[src/rtl/pir_stim_pkg.sv]
// -----------------------------------------------------------------------------
// pir_stim_pkg
// Shared types and constants for the PIR stimulus sequencer.
//   - state_t      : sequencer FSM states
//   - *_DEF        : default parameter values for the sequencer and channels
//   - LFSR_SEED    : reset/start seed of the jitter LFSR
//   - LFSR_TAP_MSK : feedback taps (16,14,13,11) in right-shifting form
//   - lfsr_step()  : one advance of the Fibonacci LFSR
// -----------------------------------------------------------------------------
package pir_stim_pkg;

  localparam int N_CH_DEF     = 3;
  localparam int CNT_W_DEF    = 16;
  localparam int LOOP_W_DEF   = 8;
  localparam int STOP_LEN_DEF = 2;

  localparam logic [15:0] LFSR_SEED    = 16'hACE1;
  // Taps 16,14,13,11 map to bits 0,2,3,5 when the register shifts right.
  localparam logic [15:0] LFSR_TAP_MSK = 16'h002D;

  typedef enum logic [1:0] {
    IDLE = 2'd0,
    RUN  = 2'd1,
    DONE = 2'd2
  } state_t;

  function automatic logic [15:0] lfsr_step(input logic [15:0] l);
    return {^(l & LFSR_TAP_MSK), l[15:1]};
  endfunction

endpackage

[src/rtl/pir_chan_window.sv]
// -----------------------------------------------------------------------------
// pir_chan_window
// One PIR channel: registers a level that is high while the time value lies in
// the window [delay, delay + width). The end is computed wide enough that it
// never wraps, so a pulse is simply cut off when t stops short of the end.
// Ports:
//   clk, rst_n : clock, synchronous active-low reset
//   i_en       : window may assert (sequencer is in RUN next cycle)
//   i_t        : time value of the upcoming cycle
//   i_delay    : effective start offset (CNT_W+1 bits, includes any jitter)
//   i_width    : pulse width; 0 never asserts
//   o_pir      : registered sensor level
// -----------------------------------------------------------------------------
module pir_chan_window
  import pir_stim_pkg::*;
#(
  parameter int CNT_W = CNT_W_DEF
) (
  input  logic             clk,
  input  logic             rst_n,
  input  logic             i_en,
  input  logic [CNT_W-1:0] i_t,
  input  logic [CNT_W:0]   i_delay,
  input  logic [CNT_W-1:0] i_width,
  output logic             o_pir
);

  logic [CNT_W+1:0] w_end;
  logic             w_hit;

  assign w_end = {1'b0, i_delay} + {2'b00, i_width};
  assign w_hit = ({1'b0, i_t} >= i_delay) && ({2'b00, i_t} < w_end);

  always_ff @(posedge clk) begin
    if (!rst_n) o_pir <= 1'b0;
    else        o_pir <= i_en && w_hit;
  end

endmodule

[src/rtl/pir_stim_gen.sv]
// -----------------------------------------------------------------------------
// pir_stim_gen
// N-channel PIR stimulus sequencer for the motion-detection datapath. Plays a
// programmable sensor pattern for cfg_loops repetitions of cfg_period cycles,
// then holds stop_alarm for STOP_LEN cycles and pulses done.
// Ports:
//   clk, rst_n            : clock, synchronous active-low reset
//   start                 : latch cfg_* and begin (IDLE only)
//   abort                 : end a running sequence at once (ignored in DONE)
//   cfg_delay, cfg_width  : per-channel offset / width, channel i at [i*CNT_W +: CNT_W]
//   cfg_period            : sequence length (0 rejected with cfg_err)
//   cfg_loops             : repetitions, 0 = until abort
//   pir_sensor, turn      : generated sensor levels, system enable (RUN)
//   stop_alarm, done      : end-of-sequence level / first-cycle pulse
//   busy, cfg_err         : not IDLE / rejected start pulse
// Optional feature: define PIR_STIM_JITTER_EN to add a per-loop 0..3 cycle
// skew to every channel delay, taken from a 16-bit LFSR.
// All outputs are registered from the next-state values, so they line up with
// the counter value of the cycle they belong to.
// -----------------------------------------------------------------------------
module pir_stim_gen
  import pir_stim_pkg::*;
#(
  parameter int N_CH     = N_CH_DEF,
  parameter int CNT_W    = CNT_W_DEF,
  parameter int LOOP_W   = LOOP_W_DEF,
  parameter int STOP_LEN = STOP_LEN_DEF
) (
  input  logic                  clk,
  input  logic                  rst_n,
  input  logic                  start,
  input  logic                  abort,
  input  logic [N_CH*CNT_W-1:0] cfg_delay,
  input  logic [N_CH*CNT_W-1:0] cfg_width,
  input  logic [CNT_W-1:0]      cfg_period,
  input  logic [LOOP_W-1:0]     cfg_loops,
  output logic [N_CH-1:0]       pir_sensor,
  output logic                  turn,
  output logic                  stop_alarm,
  output logic                  busy,
  output logic                  done,
  output logic                  cfg_err
);

  localparam int DCNT_W = (STOP_LEN > 1) ? $clog2(STOP_LEN) : 1;

  state_t              r_state, w_state_nx;
  logic [CNT_W-1:0]    r_t, w_t_nx;
  logic [LOOP_W-1:0]   r_loop, w_loop_nx;
  logic [DCNT_W-1:0]   r_dcnt, w_dcnt_nx;
  logic                w_start_ok, w_cfg_err, w_wrap, w_end_seq;
  logic [1:0]          w_off;

  logic [N_CH*CNT_W-1:0] r_delay, r_width;
  logic [CNT_W-1:0]      r_period;
  logic [LOOP_W-1:0]     r_loops;

  logic r_turn, r_stop, r_busy, r_done, r_cfg_err;

  assign w_wrap    = (r_t == r_period - CNT_W'(1));
  assign w_end_seq = (r_loops != '0) && (r_loop == r_loops);

  always_comb begin
    w_state_nx = r_state;
    w_t_nx     = r_t;
    w_loop_nx  = r_loop;
    w_dcnt_nx  = r_dcnt;
    w_start_ok = 1'b0;
    w_cfg_err  = 1'b0;
    unique case (r_state)
      IDLE: begin
        if (start) begin
          if (cfg_period != '0) begin
            w_start_ok = 1'b1;
            w_state_nx = RUN;
            w_t_nx     = '0;
            w_loop_nx  = LOOP_W'(1);
          end else begin
            w_cfg_err = 1'b1;
          end
        end
      end
      RUN: begin
        // abort takes priority over wrap and end of sequence
        if (abort) begin
          w_state_nx = IDLE;
          w_t_nx     = '0;
          w_loop_nx  = '0;
        end else if (w_wrap) begin
          w_t_nx = '0;
          if (w_end_seq) begin
            w_state_nx = DONE;
            w_dcnt_nx  = '0;
          end else if (r_loop != {LOOP_W{1'b1}}) begin
            w_loop_nx = r_loop + LOOP_W'(1);
          end
        end else begin
          w_t_nx = r_t + CNT_W'(1);
        end
      end
      DONE: begin
        if (r_dcnt == DCNT_W'(STOP_LEN - 1)) begin
          w_state_nx = IDLE;
          w_loop_nx  = '0;
        end else begin
          w_dcnt_nx = r_dcnt + DCNT_W'(1);
        end
      end
      default: w_state_nx = IDLE;
    endcase
  end

  always_ff @(posedge clk) begin
    if (!rst_n) begin
      r_state   <= IDLE;
      r_t       <= '0;
      r_loop    <= '0;
      r_dcnt    <= '0;
      r_turn    <= 1'b0;
      r_stop    <= 1'b0;
      r_busy    <= 1'b0;
      r_done    <= 1'b0;
      r_cfg_err <= 1'b0;
    end else begin
      r_state   <= w_state_nx;
      r_t       <= w_t_nx;
      r_loop    <= w_loop_nx;
      r_dcnt    <= w_dcnt_nx;
      r_turn    <= (w_state_nx == RUN);
      r_stop    <= (w_state_nx == DONE);
      r_busy    <= (w_state_nx != IDLE);
      r_done    <= (r_state == RUN) && (w_state_nx == DONE);
      r_cfg_err <= w_cfg_err;
    end
  end

  // Configuration snapshot; data only, so no reset.
  always_ff @(posedge clk) begin
    if (w_start_ok) begin
      r_delay  <= cfg_delay;
      r_width  <= cfg_width;
      r_period <= cfg_period;
      r_loops  <= cfg_loops;
    end
  end

`ifdef PIR_STIM_JITTER_EN
  logic [15:0] r_lfsr, w_lfsr_nx;

  // Reseeded on every accepted start so loop 1 always uses the seed's offset.
  always_comb begin
    w_lfsr_nx = r_lfsr;
    if (w_start_ok)
      w_lfsr_nx = LFSR_SEED;
    else if ((r_state == RUN) && !abort && w_wrap)
      w_lfsr_nx = lfsr_step(r_lfsr);
  end

  always_ff @(posedge clk) begin
    if (!rst_n) r_lfsr <= LFSR_SEED;
    else        r_lfsr <= w_lfsr_nx;
  end

  assign w_off = w_lfsr_nx[1:0];
`else
  assign w_off = 2'b00;
`endif

  // Windows see the upcoming cycle's t and config; on the start edge the
  // snapshot is not loaded yet, so the live inputs are used instead.
  for (genvar g = 0; g < N_CH; g++) begin : g_ch
    logic [CNT_W-1:0] w_dly, w_wid;
    logic [CNT_W:0]   w_eff;

    assign w_dly = w_start_ok ? cfg_delay[g*CNT_W +: CNT_W] : r_delay[g*CNT_W +: CNT_W];
    assign w_wid = w_start_ok ? cfg_width[g*CNT_W +: CNT_W] : r_width[g*CNT_W +: CNT_W];
    assign w_eff = {1'b0, w_dly} + {{(CNT_W-1){1'b0}}, w_off};

    pir_chan_window #(
      .CNT_W (CNT_W)
    ) u_win (
      .clk     (clk),
      .rst_n   (rst_n),
      .i_en    (w_state_nx == RUN),
      .i_t     (w_t_nx),
      .i_delay (w_eff),
      .i_width (w_wid),
      .o_pir   (pir_sensor[g])
    );
  end

  assign turn       = r_turn;
  assign stop_alarm = r_stop;
  assign busy       = r_busy;
  assign done       = r_done;
  assign cfg_err    = r_cfg_err;

endmodule
[config.mk]
export PLATFORM = sky130hd
export DESIGN_NAME = pir_stim_gen
export DESIGN_NICKNAME = d
export VERILOG_FILES = /design/src/rtl/pir_stim_pkg.sv /design/src/rtl/pir_chan_window.sv /design/src/rtl/pir_stim_gen.sv
export SDC_FILE = /design/constraint.sdc
export NUM_CORES = 1
export LEC_CHECK = 0
export BUFFER_PORTS_ARGS = -buffer_cell sky130_fd_sc_hd__buf_2
export CAP_MARGIN = 40
export CORE_MARGIN = 2
export CORE_UTILIZATION = 35
export DETAILED_ROUTE_END_ITERATION = 7
export SKIP_CTS_REPAIR_TIMING = 1
export SLEW_MARGIN = 15
export SYNTH_ARGS = -nofsm -noshare
export SYNTH_HDL_FRONTEND = slang
export SYNTH_SLANG_ARGS = --single-unit
[constraint.sdc]
create_clock -name clk -period 30.2 [get_ports clk]
set_input_delay 9.06 -clock clk [delete_from_list [all_inputs] [get_ports clk]]
set_output_delay 9.06 -clock clk [all_outputs]
set_load 0.01 [all_outputs]
==> results.md <==
| Item | Value |
|:---|:---|
| Clock power share | 0.314 |
| Starting DRT DRC Count | 585 |
| Register-to-Register Path Depth | 24 |
| Highest achievable clock rate | 66.64 MHz |
| GP Congestion | 0.8524 |
| Sequential Area | 0.004304 mm2 |
| Clock skew | 8.955 ps |
| Area fraction in and, or, nand and nor cells after synthesis | 0.2126 |
| Post-synthesis xor/xnor area fraction | 0.04747 |
| Die extent in x | 187.3 um |
| Clock-pin transition on the worst setup and hold timing paths | 70 ps |
| Proportion of power drawn by combinational gates | 0.301 |
| Share of power burned in registers | 0.385 |
| Pin count of the biggest net entering global routing | 80 |
| Capture point of the worst path | g_ch[2].u_win.o_pir |
| Top cells by area in the synthesized netlist | sky130_fd_sc_hd__edfxtp_1 (31%), sky130_fd_sc_hd__ha_1 (16%), sky130_fd_sc_hd__nand2_1 (8.7%), sky130_fd_sc_hd__dfxtp_1 (6.0%), sky130_fd_sc_hd__a21oi_1 (2.6%) |
| DRC violation count after routing | 0 |
| Number of endpoints with negative hold slack in the final report | 0 |
| Cell Pwr Density | 48.36 mW/mm2 |
| Detailed placer's ending HPWL | 23600 um |
| Sink count of the clock tree | 155 |
| Number of enable-type register cells in the synthesized netlist | 120 |
| Fraction of synthesis flops using an asynchronous set or reset pin | 0 |
| Worst Setup Start Kind | primary input |
| RSZ-0062 raised after global routing | no |
| Final Max Tran Viols | 0 |
| Fraction of final layout cells with drive strength greater than 1 | 0.1356 |
| Mean post-synth cell area | 9.050 um2 |
| Initial antenna violation count | 0 |
| # nets final | 1701 |
| Fraction of synthesized area in multiplexers | 0.02224 |
| Average wire length per cell after detail routing | 16.45 um |
| Cell taking the most area after synthesis | sky130_fd_sc_hd__edfxtp_1 |
| Via count of the first global-routing pass | 9470 |
| Area fraction in compound gates after synthesis | 0.1494 |
| Area share of the largest cell type after synthesis | 0.3065 |
| Start point of the critical path | cfg_period[1] |
| Total iterations of the first detailed-routing run | 5 |
| Global route total overflow | 0 |
| Total length of routed wires | 31020 um |
| Post-synth net total | 1575 |
| Synth-to-layout area growth | 14.80% |
| Data required time at the worst endpoint | 30580 ps |
| Setup slack on the worst flop-to-flop path | 23300 ps |
| Ys Warns | 0 |
| Register bit count reported by yosys | 155 |
| Count of fill cells added during filler insertion | 3357 |
| Result of the run | finished clean |
| Area of the multi-input gates | 0.007013 mm2 |
| Global-route wire length before repair | 49630 um |
| Sequential element share of the synthesized area | 0.3661 |
| Final setup slack of the worst path | 15190 ps |
| Count of endpoints failing setup in the final report | 0 |
| Cell variety after synth | 72 |
| Number of max-capacitance violations reported | 0 |
| Setup TNS | 0 ps |
| Synth Instances | 1299 |
| Row count | 67 |
| CP Capture Type | register |
| TritonCTS clock tree | done |
| GRT Resource Usage Total | 0.1786 |
| Most used flip-flop cell after synthesis | sky130_fd_sc_hd__edfxtp_1 |
| Reg-to-reg critical path endpoint | g_ch[2].u_win.o_pir |
| Worst EP arrival | 15380 ps |
| Ratio of final minimum period to clock period | 0.4969 |
| Switching part of the total power | 0.3370 |
| Initial standard-cell utilization of the core | 0.3532 |
| Floorplan die height | 187.3 um |
| Maximum count of clock buffers along a single path | 2 |
| Measured slew at the worst slew-check pin | 839.2 ps |
| Worst R2R Start | r_state[0] |
| Peak supply drop | 43.22 uV |
| Share of synthesized cell area in full adder, half adder and majority cells | 0.1637 |
| CP max FO | 79 |
| Critical Setup Path Class | in2reg |
| Detailed-route vias per instance | 5.156 |
| Standby leakage power | 6.300 nW |
| Num CTS Buffers | 17 |
| Post-synthesis instance area | 0.01176 mm2 |
| Level count of the clock H-tree | 4 |
| CTS Root Cell | sky130_fd_sc_hd__clkbuf_16 |
| PortBufs | 131 |
| Later-pin clock latency in the skew report | 450 ps |
| Net switching power | 220.0 uW |
| Die area | 0.03507 mm2 |
| Vias after detailed routing | 9724 |
| Pint | 432.7 uW |
| Top Ports | 132 |
| Final worst path period need | 15010 ps |
| Path type of the worst min-delay path | reg2reg |
| Antenna Cells | 0 |
| Area of the core | 0.03328 mm2 |
| Count of nets left with antenna violations after detail routing | 0 |
| Headroom to the max-slew limit | 0.4385 |
| Combinational family with the most area after synthesis | simple AND/OR/NAND/NOR gates |
| Total power after layout | 652.7 uW |
| Worst Setup Slack post-DPL | 14660 ps |
==> cells by family after synthesis <==
group                      Yosys count
DFF                                155
AOI/OAI and AO/OA                  262
and+or+nand+nor                    529
buffers and inverters              113
xor gates and xnor gates            62
muxes                               26
adders and majority gates          152
==> worst min-delay path by stage <==
stage               depth (start not counted)      start        end
floorplan                                   2  r_loop[6]  r_loop[6]
global placement                            2  r_loop[6]  r_loop[6]
detailed placement                          2  r_loop[6]  r_loop[6]
CTS                                         2  r_loop[6]  r_loop[6]
global route                                2  r_loop[6]  r_loop[6]
finish                                      2  r_loop[6]  r_loop[6]
==> cell usage in the layout (no fill, tap or decap), drive strengths merged, types with 5 or more instances in the layout <==
| cell type | Yosys | final |
|---|---|---|
| a211o | 6 | 6 |
| a211oi | 9 | 9 |
| a21o | 37 | 37 |
| a21oi | 60 | 60 |
| a31oi | 29 | 29 |
| and2 | 20 | 20 |
| and3 | 15 | 15 |
| buf | 9 | 148 |
| clkbuf | 32 | 17 |
| clkinvlp | 0 | 5 |
| dfxtp | 35 | 35 |
| edfxtp | 120 | 120 |
| ha | 149 | 149 |
| inv | 72 | 78 |
| mux2i | 25 | 25 |
| nand2 | 275 | 275 |
| nand2b | 19 | 19 |
| nand3 | 28 | 28 |
| nand3b | 5 | 5 |
| nand4 | 19 | 19 |
| nor2 | 52 | 52 |
| nor2b | 20 | 20 |
| nor3 | 22 | 22 |
| nor4 | 13 | 13 |
| o211ai | 7 | 7 |
| o21a | 14 | 14 |
| o21ai | 48 | 48 |
| o21bai | 5 | 5 |
| o31ai | 5 | 5 |
| or2 | 5 | 5 |
| or3 | 14 | 14 |
| or4 | 10 | 10 |
| xnor2 | 29 | 29 |
| xor2 | 32 | 32 |
==> critical path, stage by stage <==
cell                        delay, ps
sky130_fd_sc_hd__buf_2            100
sky130_fd_sc_hd__nor4_1           490
sky130_fd_sc_hd__nand4_1          360
sky130_fd_sc_hd__nand3_4          470
sky130_fd_sc_hd__inv_6            310
sky130_fd_sc_hd__buf_4            410
sky130_fd_sc_hd__buf_4            440
sky130_fd_sc_hd__nand2_1          190
sky130_fd_sc_hd__nand2_1          100
sky130_fd_sc_hd__ha_1             360
sky130_fd_sc_hd__nand2_1           60
sky130_fd_sc_hd__o21ai_0          360
sky130_fd_sc_hd__o211ai_1         230
sky130_fd_sc_hd__a311oi_1         250
sky130_fd_sc_hd__o21ai_0          170
sky130_fd_sc_hd__a21boi_0         340
sky130_fd_sc_hd__mux2i_1          130
sky130_fd_sc_hd__a2111oi_0        320
sky130_fd_sc_hd__ha_1             320
sky130_fd_sc_hd__nand3_1          110
sky130_fd_sc_hd__nor4_1            80
sky130_fd_sc_hd__a21oi_1          140
sky130_fd_sc_hd__nand2_1           60
sky130_fd_sc_hd__a311o_1          270
sky130_fd_sc_hd__a31oi_1          160
==> power groups by stage <==
stage	Sequential, mW	Clock, mW	Combinational [mW]
5_1_grt	0.253	0.219	0.225
6_report	0.251	0.205	0.197
4_1_cts	0.251	0.211	0.197
2_1_floorplan	0.255	0	0.146
3_5_place_dp	0.256	0	0.196
3_3_place_gp	0.256	0	0.192
==> synthesized netlist by cell type, drive strengths merged, types with 3 or more instances <==
cell and count:
a21oi 60, nor2b 20, nor2 52, nor4 13, a311o 4, o311ai 4
nand3 28, a211oi 9, o22ai 3, nand2b 19, dfxtp 35, nand4 19
a211o 6, or2 5, a311oi 4, o31a 3, fa 3, o21a 14
a31oi 29, nor4b 3, buf 9, clkbuf 32, o31ai 5, and2 20
mux2i 25, or3 14, and3 15, or4 10, a21o 37, a2111oi 4
ha 149, nand2 275, inv 72, xor2 32, nand3b 5, nor3 22
xnor2 29, o211ai 7, o21ai 48, edfxtp 120, o311a 3, o2111ai 3
nand4b 4, o21bai 5
==> routing by layer <==
layer	global-route usage	routed length [um]	up-vias
li1	-	-	4962
met1	0.2417	15330	4563
met2	0.2915	14060	176
met3	0.03452	1138	23
met4	0.04731	490	0
met5	0	0	-
==> layout make-up <==
| class | count | share of cell area |
|---|---|---|
| Tap cell | 448 | 0.04153 |
| Multi-Input combinational cell | 1031 | 0.5196 |
| Timing Repair Buffer | 148 | 0.05952 |
| Sequential cell | 155 | 0.3189 |
| Clock buffer | 17 | 0.03152 |
| Inverter | 72 | 0.02039 |
| Clock inverter | 15 | 0.008529 |
==> metrics by stage <==
step | std cells | instance area [um2] | utilization | hold slack [ps]
3_5_place_dp | 1854 | 12960 | 0.3893 | 519.0
3_3_place_gp | 1852 | 12920 | 0.3882 | 508.7
5_1_grt | 1886 | 13500 | 0.4055 | 562.4
2_1_floorplan | 1299 | 11760 | - | 481.4
6_report | 1886 | 13500 | 0.4055 | 522.2
4_1_cts | 1886 | 13500 | 0.4055 | 527.1
==> flip-flops by register name (all words and copies together), names as in the netlist <==
name and cells:
r_state 2, r_width 48, done 1, r_t 16, r_dcnt 1, busy 1, stop_alarm 1, r_delay 48
turn 1, cfg_err 1, r_loops 8, g_ch.u_win.o_pir 3, r_period 16, r_loop 8
Note: power is estimated with default switching activity, not from simulation.
